--- src/rtl/adc_scan_sequencer.sv ---
// ---------------------------------------------------------------------------
// adc_scan_sequencer: walks enabled ADC channels per sample trigger and
// re-emits each conversion result on a channel-tagged Avalon-ST source.
// Revision: 1.0
// ---------------------------------------------------------------------------
`default_nettype none

module adc_scan_sequencer #(
  parameter int NUM_CH  = 4,
  parameter int DATA_W  = 12,
  parameter int TIMEOUT = 64
) (
  input  logic              clk,
  input  logic              reset_n,
  input  logic              en,
  input  logic [NUM_CH-1:0] ch_mask,
  input  logic              sample_trigger,
  output logic              adc_sample,
  output logic [2:0]        adc_channel,
  input  logic [DATA_W-1:0] ast_sink_data,
  input  logic              ast_sink_valid,
  input  logic [1:0]        ast_sink_error,
  output logic [DATA_W-1:0] ast_source_data,
  output logic [2:0]        ast_source_channel,
  output logic              ast_source_valid,
  output logic [1:0]        ast_source_error,
  output logic              busy,
  output logic              overrun
);

  typedef enum logic [1:0] {
    S_IDLE  = 2'd0,
    S_ISSUE = 2'd1,
    S_WAIT  = 2'd2
  } state_t;

  // The counter reaches TIMEOUT-1 on the edge where it currently holds TIMEOUT-2.
  localparam logic [7:0] C_TO_LAST = 8'(TIMEOUT - 2);
  localparam logic [1:0] C_ERR_TO  = 2'b11;

  state_t              r_state;
  state_t              w_state_next;
  logic [NUM_CH-1:0]   r_scan_mask;
  logic [NUM_CH-1:0]   w_cur_onehot;
  logic [NUM_CH-1:0]   w_mask_left;
  logic [7:0]          r_cnt;
  logic [2:0]          r_channel;
  logic                w_accept;
  logic                w_got_valid;
  logic                w_timeout;
  logic                w_done;
  logic [DATA_W-1:0]   r_src_data;
  logic [2:0]          r_src_channel;
  logic                r_src_valid;
  logic [1:0]          r_src_error;
  logic                r_overrun;

  function automatic logic [2:0] lowest_set(input logic [NUM_CH-1:0] m);
    logic [2:0] idx;
    idx = 3'd0;
    for (int i = NUM_CH - 1; i >= 0; i--) begin
      if (m[i]) idx = 3'(i);
    end
    return idx;
  endfunction

  always_comb begin
    w_cur_onehot = '0;
    for (int i = 0; i < NUM_CH; i++) begin
      w_cur_onehot[i] = (r_channel == 3'(i));
    end
  end

  assign w_mask_left = r_scan_mask & ~w_cur_onehot;

  always_ff @(posedge clk) begin
    if (!reset_n) begin
      r_state <= S_IDLE;
    end else begin
      r_state <= w_state_next;
    end
  end

  always_comb begin
    w_state_next = r_state;
    w_accept     = 1'b0;
    w_got_valid  = 1'b0;
    w_timeout    = 1'b0;
    w_done       = 1'b0;
    case (r_state)
      S_IDLE: begin
        if (sample_trigger && en && (|ch_mask)) begin
          w_accept     = 1'b1;
          w_state_next = S_ISSUE;
        end
      end
      S_ISSUE: begin
        w_state_next = en ? S_WAIT : S_IDLE;
      end
      S_WAIT: begin
        if (!en) begin
          w_state_next = S_IDLE;
        end else begin
          // A result on the timeout cycle still counts as a real conversion.
          w_got_valid = ast_sink_valid;
          w_timeout   = !ast_sink_valid && (r_cnt == C_TO_LAST);
          w_done      = w_got_valid || w_timeout;
          if (w_done) begin
            w_state_next = (|w_mask_left) ? S_ISSUE : S_IDLE;
          end
        end
      end
      default: begin
        w_state_next = S_IDLE;
      end
    endcase
  end

  always_ff @(posedge clk) begin
    if (!reset_n) begin
      r_scan_mask   <= '0;
      r_channel     <= 3'd0;
      r_cnt         <= 8'd0;
      r_src_data    <= '0;
      r_src_channel <= 3'd0;
      r_src_valid   <= 1'b0;
      r_src_error   <= 2'b00;
      r_overrun     <= 1'b0;
    end else begin
      r_src_valid <= w_done;
      if (w_done) begin
        r_src_data    <= w_got_valid ? ast_sink_data : '0;
        r_src_error   <= w_got_valid ? ast_sink_error : C_ERR_TO;
        r_src_channel <= r_channel;
      end

      if (r_state == S_ISSUE) begin
        r_cnt <= 8'd0;
      end else if (r_state == S_WAIT) begin
        r_cnt <= r_cnt + 8'd1;
      end

      if (w_accept) begin
        r_scan_mask <= ch_mask;
        r_channel   <= lowest_set(ch_mask);
      end else if ((r_state != S_IDLE) && !en) begin
        r_scan_mask <= '0;
      end else if (w_done) begin
        r_scan_mask <= w_mask_left;
        if (|w_mask_left) begin
          r_channel <= lowest_set(w_mask_left);
        end
      end

      if (!en) begin
        r_overrun <= 1'b0;
      end else if (sample_trigger && (r_state != S_IDLE)) begin
        r_overrun <= 1'b1;
      end
    end
  end

  assign adc_sample         = (r_state == S_ISSUE);
  assign adc_channel        = r_channel;
  assign busy               = (r_state != S_IDLE);
  assign overrun            = r_overrun;
  assign ast_source_data    = r_src_data;
  assign ast_source_channel = r_src_channel;
  assign ast_source_valid   = r_src_valid;
  assign ast_source_error   = r_src_error;

endmodule

`default_nettype wire

--- config.mk ---
export PLATFORM = sky130hd
export DESIGN_NAME = adc_scan_sequencer
export DESIGN_NICKNAME = d
export VERILOG_FILES = /design/src/rtl/adc_scan_sequencer.sv
export SDC_FILE = /design/constraint.sdc
export NUM_CORES = 1
export LEC_CHECK = 0
export CORE_AREA = 2 2 68 70
export DETAILED_ROUTE_END_ITERATION = 8
export DIE_AREA = 0 0 70 72
export MAX_ROUTING_LAYER = met4
export PLACE_DENSITY = 0.74
export SYNTH_ARGS = -nofsm -noshare
export SYNTH_HDL_FRONTEND = slang
export SYNTH_SLANG_ARGS = --single-unit
--- constraint.sdc ---
create_clock -name clk -period 1.65 [get_ports clk]
set_input_delay 0.2475 -clock clk [delete_from_list [all_inputs] [get_ports clk]]
set_output_delay 0.2475 -clock clk [all_outputs]
set_load 0.005 [all_outputs]
==> metrics.yaml <==
die_width_um: 70
cts_root_buf: "clkbuf_8"
finClkSkew_ns: 0.007134
period_needed_ns: 1.631
synth-simple-area-share_pct: 22.34
cp.required_ns: 1.40
final_hold_viol_count: 0
ys_seq_elements: 34
synth_xor_area_share_pct: 1.426
n_fill_cell: 357
tightest_slew_ns: 0.5003
synth_compound_area_share_pct: 26.21
grt_antenna_before_repair: 0
r2r_start: "r_cnt[0]"
final_cell_area_um2: 2713
startpoint_type: "flop"
synth_common_cells: "nor2_1 (36), dfxtp_1 (34), nand2_1 (13), a21oi_1 (12), a22oi_1 (12)"
gr-total-overflow: 0
slew_headroom_pct: 66.29
synth_top_family_by_area: "compound AO/OA/AOI/OAI gates"
synth_edf_count: 0
vias: 1839
netlist_instances: 216
critical_path.slowest_cell: "clkdlybuf4s50_1"
synth_cell_types: 52
routed_wl_um: 4754
drive_gt1_share_pct: 23.26
synth_top_cell_area_share_pct: 36.93
finalCritPeriodShare_pct: 98.83
min_from: "ast_source_channel[0]"
whs_ns: 0.4565
n_antenna_cell: 0
drt-initial-drc-count: 129
synth_adder_area_share_pct: 1.358
std_cell_rows: 24
synthToLayoutAreaGrowth_pct: 47.18
port_buffers: 44
initial_utilization_pct: 43.22
final_core_util_pct: 63.62
cts_tree: "done"
setup-violations-final: 0
seq_area_frac_synth_pct: 36.93
path_cells: "buf_4, clkdlybuf4s50_1"
grt_pass1_vias: 1739
synthTopCellsByArea: "dfxtp_1 (37%), nor2_1 (7.3%), a22oi_1 (4.9%)"
place_area_um2: 2526
vias_per_cell: 5.409
syn_area_per_cell_um2: 8.532
critPathArrivalTime_ns: 1.38
min_to: "ast_source_channel[0]"
ys_warn_count: 0
cap_violations: 0
grt_max_degree: 20
post_drt_wl_per_cell_um: 13.98
clock-sinks: 34
async_reset_ff_share_pct: 0
core_area_um2: 4264
die_h_um: 72
total_power_mw: 1.929
dieArea_um2: 5040
holdBufCountCts: 0
numCtsBuffers: 5
ys.flop_type: "dfxtp_1"
drt_pass1_iterations: 4
ir_worst_vdd_uv: 502.0
yosys-mux-area-fraction_pct: 4.345
cp_max_fo: 7
r2r_end: "adc_channel[1]"
power_density_nw_per_um2: 711.3
slew_violations: 0
path_class: "reg2out"
reg2reg_depth: 8
max_freq_mhz: 613.2
critPathMaxStageDelay_ns: 0.49
grt_pass1_wl_um: 7817
clockBufferDepth: 2
clock_latency_ns: 0.28
rsz0062_at_grt: "true"
leakagePower_nw: 1.103
io_pins: 47
clk_pin_slew_ns: 0.07
route.detailed.drc: 0
yosysTopAreaCell: "dfxtp_1"
endpoint_kind: "primary output"
h-tree-depth: 2
syn_area_um2: 1843
ant_nets: 0
hold_path.class: "reg2reg"
layout.nets: 313
grt_usage_pct: 19.77
synthMostInstantiatedCell: "nor2_1"
worstHoldPathCells: 2
gp_congestion: 0.9246
regToRegSetupSlack_ns: 0.02
dp_hpwl_um: 3422
status: "finished clean"
## power by group
part	leakage, nW	internal [mW]	switching, mW	total [mW]
clock network	0.0573	0.483	0.294	0.777
registers	0.276	0.834	0.0182	0.852
logic	0.770	0.165	0.136	0.301
total	1.10	1.48	0.448	1.93
## metal layers
layer / part of all wire, % / GRT usage, % / wire, um
met1: 41 / 22.10 / 1932
met2: 50 / 34.71 / 2369
met3: 7.7 / 4.306 / 365
met4: 1.8 / 7.692 / 87
met5: 0 / - / 0
## layout by cell type, fill, tap and decap left out, drive strengths merged, types with 10 or more instances in the layout
| master | netlist | final |
|---|---|---|
| a21oi | 12 | 12 |
| a22oi | 13 | 13 |
| buf | 11 | 34 |
| clkdlybuf4s50 | 0 | 40 |
| dfxtp | 34 | 34 |
| inv | 10 | 10 |
| nand2 | 14 | 15 |
| nor2 | 36 | 36 |
| o21ai | 10 | 10 |
## area by class of cell
class	count	area (um2)	share of cell area, %
clock inverter	1	30.03	1.107
sequential	34	683.2	25.18
multi-input combinational	159	1089	40.13
tap	52	65.06	2.399
clock buffer	6	82.58	3.044
inverter	10	37.54	1.384
timing repair buffer	78	725.7	26.75
## flip-flops by register name, summed over array words and instances, names as in the netlist
name                cells
ast_source_valid        1
r_scan_mask             4
adc_channel             2
r_cnt                   8
ast_source_error        2
r_state                 2
ast_source_data        12
overrun                 1
ast_source_channel      2
## worst max path at each step
stage / start / cells past startpoint / endpoint / slack [ns]
after floorplan: r_cnt[0] / 8 / ast_source_data[4] / 0.0004
after global placement: ch_mask[1] / 7 / adc_channel[1] / -0.26
after detailed placement: ch_mask[1] / 7 / adc_channel[1] / -0.35
after CTS: ch_mask[2] / 7 / adc_channel[1] / 0.003
after global routing: r_cnt[0] / 8 / adc_channel[1] / -0.06
final: adc_channel[1] / 2 / adc_channel[1] / 0.02
## timing repair
item,in CTS,in global routing
setup buffers,0,3
gates resized for setup,6,10
cloned,0,1
pin swaps,2,8
setup endpoints to repair,6,19
## critical path, delay by kind of cell (launching register included)
kind / cells / cell delay (ns)
buf+inv: 2 / 0.67
flops: 1 / 0.43
## per-stage QoR
step / instances / worst slack, ns / setup TNS (ns)
2_1_floorplan: 217 / 0.0004047 / 0
3_3_place_gp: 329 / -0.2644 / -3.616
3_5_place_dp: 329 / -0.3529 / -4.573
4_1_cts: 336 / 0.002876 / 0
5_1_grt: 340 / -0.06103 / -0.1669
6_report: 340 / 0.01925 / 0
## cells by family after synthesis
family | count (synthesis)
xor+xnor | 3
fa+ha+maj | 2
flops | 34
compound gates | 61
buf+inv | 25
simple gates | 82
other cells | 1
mux | 8
No activity file was read; power rests on OpenSTA's default activity.
